File: src/rtl/fifo_drain.sv
// fifo_drain: drains a registered-read upstream FIFO into a valid/ready stream.
// Optional feature: define FIFO_DRAIN_CNT_EN to add the 16-bit drain_cnt output.
module fifo_drain #(
    parameter int width = 4
) (
    input  logic             clk,
    input  logic             rstn,
    input  logic             en,
    input  logic             flush,
    input  logic             fifo_empty,
    input  logic [width-1:0] fifo_out,
    output logic             fifo_pop,
    output logic             m_valid,
    input  logic             m_ready,
    output logic [width-1:0] m_data,
`ifdef FIFO_DRAIN_CNT_EN
    output logic [15:0]      drain_cnt,
`endif
    output logic             busy
);

    localparam logic [1:0] IDLE  = 2'd0;
    localparam logic [1:0] RUN   = 2'd1;
    localparam logic [1:0] FLUSH = 2'd2;

    logic [1:0]       state;
    logic [1:0]       state_n;
    logic [1:0]       occ;
    logic [1:0]       rptr;
    logic [1:0]       wptr;
    logic             infl;
    logic             cap;
    logic             xfer;
    logic             room;
    logic [width-1:0] mem [0:2];

    function automatic logic [1:0] inc(input logic [1:0] p);
        return (p == 2'd2) ? 2'd0 : p + 2'd1;
    endfunction

    // Pop only when the in-flight word is guaranteed a free slot on landing.
    always_comb begin
        room     = ({1'b0, occ} + {2'b0, infl}) < 3'd3;
        fifo_pop = en & ~fifo_empty & ~flush & (state == RUN) & room;
        cap      = infl & ~flush & (state != FLUSH);
        m_valid  = (occ != 2'd0);
        xfer     = m_valid & m_ready;
        m_data   = m_valid ? mem[rptr] : '0;
        busy     = m_valid | infl;
    end

    // Next-state logic; flush overrides everything.
    always_comb begin
        state_n = state;
        if (flush) begin
            state_n = infl ? FLUSH : IDLE;
        end else begin
            case (state)
                IDLE:    if (en) state_n = RUN;
                RUN:     if (!en && occ == 2'd0 && !infl) state_n = IDLE;
                FLUSH:   state_n = IDLE;
                default: state_n = IDLE;
            endcase
        end
    end

    // State, in-flight flag, pointers and occupancy.
    always_ff @(posedge clk or negedge rstn) begin
        if (!rstn) begin
            state <= IDLE;
            infl  <= 1'b0;
            occ   <= 2'd0;
            rptr  <= 2'd0;
            wptr  <= 2'd0;
        end else begin
            state <= state_n;
            infl  <= fifo_pop;
            if (flush) begin
                occ  <= 2'd0;
                rptr <= 2'd0;
                wptr <= 2'd0;
            end else begin
                if (cap)  wptr <= inc(wptr);
                if (xfer) rptr <= inc(rptr);
                occ <= occ + {1'b0, cap} - {1'b0, xfer};
            end
        end
    end

    // Landing word capture into the circular buffer.
    always_ff @(posedge clk) begin
        if (cap) mem[wptr] <= fifo_out;
    end

`ifdef FIFO_DRAIN_CNT_EN
    // Downstream transfer counter, wraps naturally at 16 bits.
    always_ff @(posedge clk or negedge rstn) begin
        if (!rstn)      drain_cnt <= 16'd0;
        else if (flush) drain_cnt <= 16'd0;
        else if (xfer)  drain_cnt <= drain_cnt + 16'd1;
    end
`endif

endmodule

File: config.mk
export PLATFORM = sky130hd
export DESIGN_NAME = fifo_drain
export DESIGN_NICKNAME = d
export VERILOG_FILES = /design/src/rtl/fifo_drain.sv
export SDC_FILE = /design/constraint.sdc
export NUM_CORES = 1
export LEC_CHECK = 0
export ABC_AREA = 1
export CAP_MARGIN = 40
export CORE_MARGIN = 4
export CORE_UTILIZATION = 48
export CTS_BUF_LIST = sky130_fd_sc_hd__clkbuf_2
export CTS_CLUSTER_DIAMETER = 40
export DETAILED_ROUTE_END_ITERATION = 8
export GPL_ROUTABILITY_DRIVEN = 0
export PLACE_DENSITY = 0.73
export REMOVE_ABC_BUFFERS = 1
export SLEW_MARGIN = 10
export SYNTH_ARGS = -nofsm -noshare
export SYNTH_HDL_FRONTEND = slang
export SYNTH_SLANG_ARGS = --single-unit
File: constraint.sdc
create_clock -name clk -period 2.03 [get_ports clk]
set_input_delay 0.3045 -clock clk [delete_from_list [all_inputs] [get_ports clk]]
set_output_delay 0.3045 -clock clk [all_outputs]
set_load 0.02 [all_outputs]
==> results of run 1 <==
[worst reg2reg max path, stage by stage, from the launching register on]
cell and delay, ps:
dfrtp_1 440, buf_4 150, nor2_1 220, nor2_2 80, ha_1 280, inv_1 40
ha_1 180, a21oi_1 130, nor2_1 60
[worst paths after layout]
kind	startpoint	end	slack, ps	cells after the start
setup / recovery	occ[0]$_DFF_PN0_	fifo_pop	90	6
hold / removal	rstn	occ[1]$_DFF_PN0_	250	1
setup reg to reg	occ[0]$_DFF_PN0_	occ[1]$_DFF_PN0_	370	8
hold reg to reg	state[0]$_DFFE_PN0P_	state[0]$_DFFE_PN0P_	580	2
max in group asynchronous	rstn	rptr[1]$_DFFE_PN0P_	1420	1
min in group clk	en	state[0]$_DFFE_PN0P_	550	3
[synth_stat cells]
| master | instances | area [um2] |
|---|---|---|
| a21oi_1 | 1 | 5.00 |
| dfrtp_1 | 9 | 225 |
| edfxtp_1 | 12 | 360 |
| ha_1 | 4 | 50.1 |
| inv_1 | 14 | 52.6 |
| inv_2 | 5 | 18.8 |
| nand2_1 | 30 | 113 |
| nand2_4 | 1 | 11.3 |
| nand3_1 | 18 | 90.1 |
| nand3b_1 | 1 | 7.51 |
| nand4_1 | 2 | 12.5 |
| nor2_1 | 8 | 30.0 |
| nor2_2 | 2 | 12.5 |
| nor3_1 | 1 | 5.00 |
[kinds of logic after synthesis]
kind of cell | share of synthesized area
AOI/OAI and AO/OA | 0.00503
adders and majority gates | 0.0504
buffers and inverters | 0.0718
DFF | 0.589
and+or+nand+nor | 0.283
[final cells by class]
| type | count | area, um2 |
|---|---|---|
| Clock buffer | 3 | 15.0 |
| Sequential cell | 21 | 588 |
| Tap cell | 27 | 33.8 |
| Timing Repair Buffer | 24 | 215 |
| Inverter | 19 | 71.3 |
| Multi-Input combinational cell | 68 | 352 |
| Clock inverter | 1 | 5.00 |
| Fill cell | 184 | 682 |
[per-layer routing]
metal  GRT usage  part of all wire  up-vias
met5           0                 0        -
met2       0.286              0.49       21
met4      0.0638            0.0074        0
li1            -                 -      409
met1       0.210              0.46      378
met3      0.0338             0.044        6
[sequential cells by signal, indices dropped and copies added, names as in the netlist]
| register | count |
|---|---|
| wptr | 2 |
| infl | 1 |
| mem | 12 |
| occ | 2 |
| state | 2 |
| rptr | 2 |
[timing repair]
item / CTS / global route
setup buffers: 1 / 1
pin swaps: 0 / 3
resized for setup: 12 / 5
hold buffers: 0 / 0
endpoints found under the setup margin: 6 / 1
[through the flow]
stage	utilization	total power, uW	hold WS [ps]	instances
2_1_floorplan	-	729	8.91	108
3_3_place_gp	0.628	885	521	157
3_5_place_dp	0.628	901	538	157
4_1_cts	0.640	1060	258	162
5_1_grt	0.652	1130	255	163
6_report	0.652	1060	254	163
[report_power, final]
group / leakage, uW / switching (uW) / total [uW] / internal (uW)
registers: 0.000228 / 28.1 / 503 / 474
logic: 0.000398 / 221 / 381 / 160
clock network: 0.0000164 / 130 / 174 / 44.7
total: 0.000643 / 379 / 1060 / 679
==> PnR_summary.wiki, run 1 <==
{| class="wikitable"
! Metric !! Value
|-
| Input/output buffers || 16
|-
| Period minus WS final || 1940 ps
|-
| Placement Cell Area || 0.00123 mm2
|-
| Fin nets || 151
|-
| Share of the clock period used by the worst path after layout || 0.957
|-
| Drt drc || 0
|-
| Area of the die || 0.00286 mm2
|-
| Cell with the largest stage delay on the worst path || dfrtp_1
|-
| Crit path cell chain || ha_2, ha_1, nand2_1, nand2_1, nor2_2, buf_6
|-
| Most common library cell in the layout ignoring fill and taps || nand2_1
|-
| Total of flip-flops plus latches after synthesis || 21
|-
| Worst setup margin || 86.4 ps
|-
| Worst hold path type || primary input to asynchronous set/reset pin
|-
| Count of inserted antenna diode cells || 0
|-
| TritonCTS Sinks || 21
|-
| Largest stage delay, worst path || 440 ps
|-
| PD cells || 826 mW/mm2
|-
| Crit path max-delay family || flip-flops
|-
| Initial Utilization || 0.506
|-
| Count of TritonRoute iterations in the first routing pass || 5
|-
| DP Worst Slack || -88.8 ps
|-
| Transition time at the pin with the least slew margin || 462 ps
|-
| Insertion delay to the later sink of the worst-skew pair || 320 ps
|-
| CP arrival || 1640 ps
|-
| Sum of routed wire length over all layers || 2.04 mm
|-
| Total number of H-tree levels || 1
|-
| Leakage Power || 0.000643 uW
|-
| Summed instance area of the synthesized netlist || 993 um2
|-
| Crit start category || register
|-
| Setup TNS Final || 0 ps
|-
| Avg WL per Cell || 12.5 um
|-
| Number of antenna violations at the first check in global routing || 0
|-
| Total track usage || 0.169
|-
| Synth Area per Inst || 9.20 um2
|-
| Pin count of the biggest net entering global routing || 13
|-
| Data required time at the worst endpoint || 1730 ps
|-
| Count of maximum capacitance violations || 0
|-
| Clock skew || 19.8 ps
|-
| Highest achievable clock rate || 514 MHz
|-
| Vias in the first global route || 807
|-
| FP Rows || 16
|-
| Final design area excluding fillers || 0.00128 mm2
|-
| Largest driver fanout on the critical path || 2
|-
| Register area share after synthesis || 0.589
|-
| Crit path capture type || output port
|-
| Final hold violations || 0
|-
| Gate count after technology mapping || 108
|-
| Max-slew violation count || 0
|-
| X dimension of the die || 53.5 um
|-
| Highest-count cells in the layout ignoring fill and taps || 30 x nand2_1, 18 x nand3_1, 14 x inv_1, 12 x edfxtp_1, 10 x clkdlybuf4s50_1
|-
| Root Buffer || clkbuf_2
|-
| Overall via count from detail_route || 814
|-
| Share of post-route cells with drive strength above 1 || 0.191
|-
| Top-Level Pins || 17
|-
| CTS tree || yes
|-
| Bufs on Longest Clock Path || 2
|-
| Iteration-0 DRC Markers || 14
|-
| Vert. Die Dim || 53.5 um
|-
| Inserted Clock Buffers || 3
|-
| Worst rel slew slack || 0.691
|-
| CP Buf/Inv Count || 1
|-
| Setup Crit Path Kind || register to output port
|-
| Count of synthesis-stage warnings from yosys || 0
|-
| Cell occurring most often along the worst timing path || nand2_1
|-
| Sum of net half-perimeters after detailed placement || 1.54 mm
|-
| Area growth from synthesis to layout || 28.8%
|-
| Status || finished, final reports clean
|-
| GRT Residual Overflow || 0
|-
| Count of unique library cells instantiated by Yosys || 14
|-
| Worst ir drop on vdd || 0.474 mV
|-
| Clock-pin slew reported for the worst setup and hold paths after clock tree synthesis || 210 ps
|-
| Endpoints failing setup || 0
|-
| DR vias/cell || 4.99
|-
| Global-route wire length before repair || 3.42 mm
|-
| Floorplan Core Area || 0.00196 mm2
|-
| Number of nets still failing antenna checks after routing || 0
|}
Note: power is estimated with default switching activity, not from simulation.
==> inputs of run 2 (changes only) <==
- CORE_MARGIN: 4 -> 3
==> run 2 against run 1 <==
Utilization rose by 3.8 points. Highest routed layer unchanged. Cell count fell by 1.8%. Die area fell by 7.3%. Final area fell by 0.78%. First-iteration DRC count fell by 29%. Routed wire length fell by 12%. Via count fell by 4.1%. Hold slack improved by 9.5 ps. Worst setup slack improved by 45 ps. Clock skew fell by 12 ps. Sequential power barely moved. Register-to-register slack improved by 150 ps.
==> PnR_summary.wiki, run 2 (same netlist as run 1, synthesis figures left out) <==
{| class="wikitable"
! Metric !! Value
|-
| Crit path capture type || output port
|-
| Insertion delay to the later sink of the worst-skew pair || 320 ps
|-
| Vias in the first global route || 705
|-
| Data required time at the worst endpoint || 1730 ps
|-
| Number of nets still failing antenna checks after routing || 0
|-
| Pin count of the biggest net entering global routing || 13
|-
| Reg-to-reg endpoint || occ[1]$_DFF_PN0_
|-
| Highest-count cells in the layout ignoring fill and taps || 30 x nand2_1, 18 x nand3_1, 14 x inv_1, 12 x edfxtp_1, 10 x clkdlybuf4s50_1
|-
| Floorplan Core Area || 0.00184 mm2
|-
| Max FFs per register || 12
|-
| Period minus WS final || 1900 ps
|-
| Endpoints failing setup || 0
|-
| Status || finished, final reports clean
|-
| Sum of routed wire length over all layers || 1.80 mm
|-
| Number of antenna violations at the first check in global routing || 0
|-
| Share of post-route cells with drive strength above 1 || 0.185
|-
| R2R Path Start || occ[0]$_DFF_PN0_
|-
| Highest achievable clock rate || 527 MHz
|-
| Clock-pin slew reported for the worst setup and hold paths after clock tree synthesis || 200 ps
|-
| Vert. Die Dim || 51.5 um
|-
| Initial Utilization || 0.540
|-
| Global-route wire length before repair || 2.99 mm
|-
| DR vias/cell || 4.88
|-
| Total number of H-tree levels || 1
|-
| Count of maximum capacitance violations || 0
|-
| Inserted Clock Buffers || 3
|-
| Count of inserted antenna diode cells || 0
|-
| Largest register by flop count || mem
|-
| GRT Residual Overflow || 0
|-
| FP Rows || 15
|-
| Bufs on Longest Clock Path || 2
|-
| Worst hold path type || primary input to asynchronous set/reset pin
|-
| Leakage Power || 0.000654 uW
|-
| Area taken by multi-input logic gates || 352 um2
|-
| Overall via count from detail_route || 781
|-
| Worst setup margin || 131 ps
|-
| TritonCTS Sinks || 21
|-
| Placement Cell Area || 0.00123 mm2
|-
| Top-Level Pins || 17
|-
| Most common library cell in the layout ignoring fill and taps || nand2_1
|-
| Drt drc || 0
|-
| Worst ir drop on vdd || 0.542 mV
|-
| Largest driver fanout on the critical path || 2
|-
| RSZ-0062 raised after global routing || false
|-
| Transition time at the pin with the least slew margin || 446 ps
|-
| Number of cells in the finished layout apart from fillers || 160
|-
| CTS tree || yes
|-
| Setup slack of the worst register-to-register path || 520 ps
|-
| Area taken by flip-flops and latches || 588 um2
|-
| Input/output buffers || 16
|-
| Max-slew violation count || 0
|-
| Worst Reg2Reg Path Length in Cells || 9
|-
| Count of TritonRoute iterations in the first routing pass || 2
|-
| Crit start category || register
|-
| Area growth from synthesis to layout || 27.8%
|-
| Sum of net half-perimeters after detailed placement || 1.38 mm
|-
| Clock skew || 8.17 ps
|-
| Final-layout fill cell count || 157
|-
| Share of the clock period used by the worst path after layout || 0.935
|-
| Root Buffer || clkbuf_2
|-
| Iteration-0 DRC Markers || 10
|-
| X dimension of the die || 51.5 um
|-
| Placed Cells || 155
|-
| Worst rel slew slack || 0.702
|-
| Final hold violations || 0
|-
| DP Worst Slack || -64.5 ps
|-
| PD cells || 822 mW/mm2
|-
| Setup Crit Path Kind || register to output port
|-
| Avg WL per Cell || 11.3 um
|-
| CP arrival || 1590 ps
|-
| Total track usage || 0.158
|-
| Final design area excluding fillers || 0.00127 mm2
|-
| Fin nets || 150
|-
| Area of the die || 0.00265 mm2
|}
## run 2: cell count changes in the layout (fill, tap and decap cells not counted), sizes merged
cell and change:
dlymetal6s2s +1, dlygate4sd2 -1, buf -1
## run 2: area by class of cell
type | instances | area share
clock inverter | 1 | 0.00394
clock buffer | 3 | 0.0118
tap | 25 | 0.0246
timing repair buffer | 23 | 0.164
multi-input combinational | 68 | 0.277
inverter | 19 | 0.0562
sequential | 21 | 0.463
## run 2: worst max-delay path by stage
stage | end | slack [ps] | cells past startpoint | startpoint
after floorplan | fifo_pop | 420 | 5 | infl$_DFF_PN0_
after global placement | fifo_pop | -10 | 6 | en
after detailed placement | fifo_pop | -60 | 6 | en
after CTS | busy | 4 | 4 | occ[0]$_DFF_PN0_
after global routing | fifo_pop | 0.8 | 6 | occ[0]$_DFF_PN0_
final | fifo_pop | 130 | 6 | occ[0]$_DFF_PN0_
## run 2: power breakdown
| group | internal, uW | leakage [uW] | switching, uW |
|---|---|---|---|
| Clock | 44.6 | 0.0000164 | 124 |
| Sequential | 474 | 0.000228 | 29.2 |
| Combinational | 161 | 0.000409 | 211 |
| Total | 680 | 0.000654 | 365 |
## run 2: stage by stage
stage	utilization	setup TNS [ps]	power, uW	hold WS [ps]
floorplan	-	0	729	8.91
global placement	0.669	-10.9	886	517
detailed placement	0.669	-64.5	897	515
CTS	0.678	0	1060	257
global route	0.690	0	1120	265
finish	0.690	0	1040	263
## run 2: timing repair
action,in CTS,in global routing
resized for setup,11,5
setup buffers,0,1
hold buffers,0,0
setup endpoints to repair,5,2
hold endpoints to repair,0,0
gates cloned,0,0
## run 2: worst max-delay path, cell delays in order (launching register included)
cell and delay, ps:
dfrtp_1 420, ha_1 200, ha_1 180, nor3_2 150
nand2_1 90, nor2_2 100, buf_4 150
## run 2: routing by layer
metal / routed length (um) / track usage
met1: 855 / 0.218
met4: 19 / 0.0786
met5: 0 / 0
met2: 858 / 0.233
met3: 71 / 0.0372
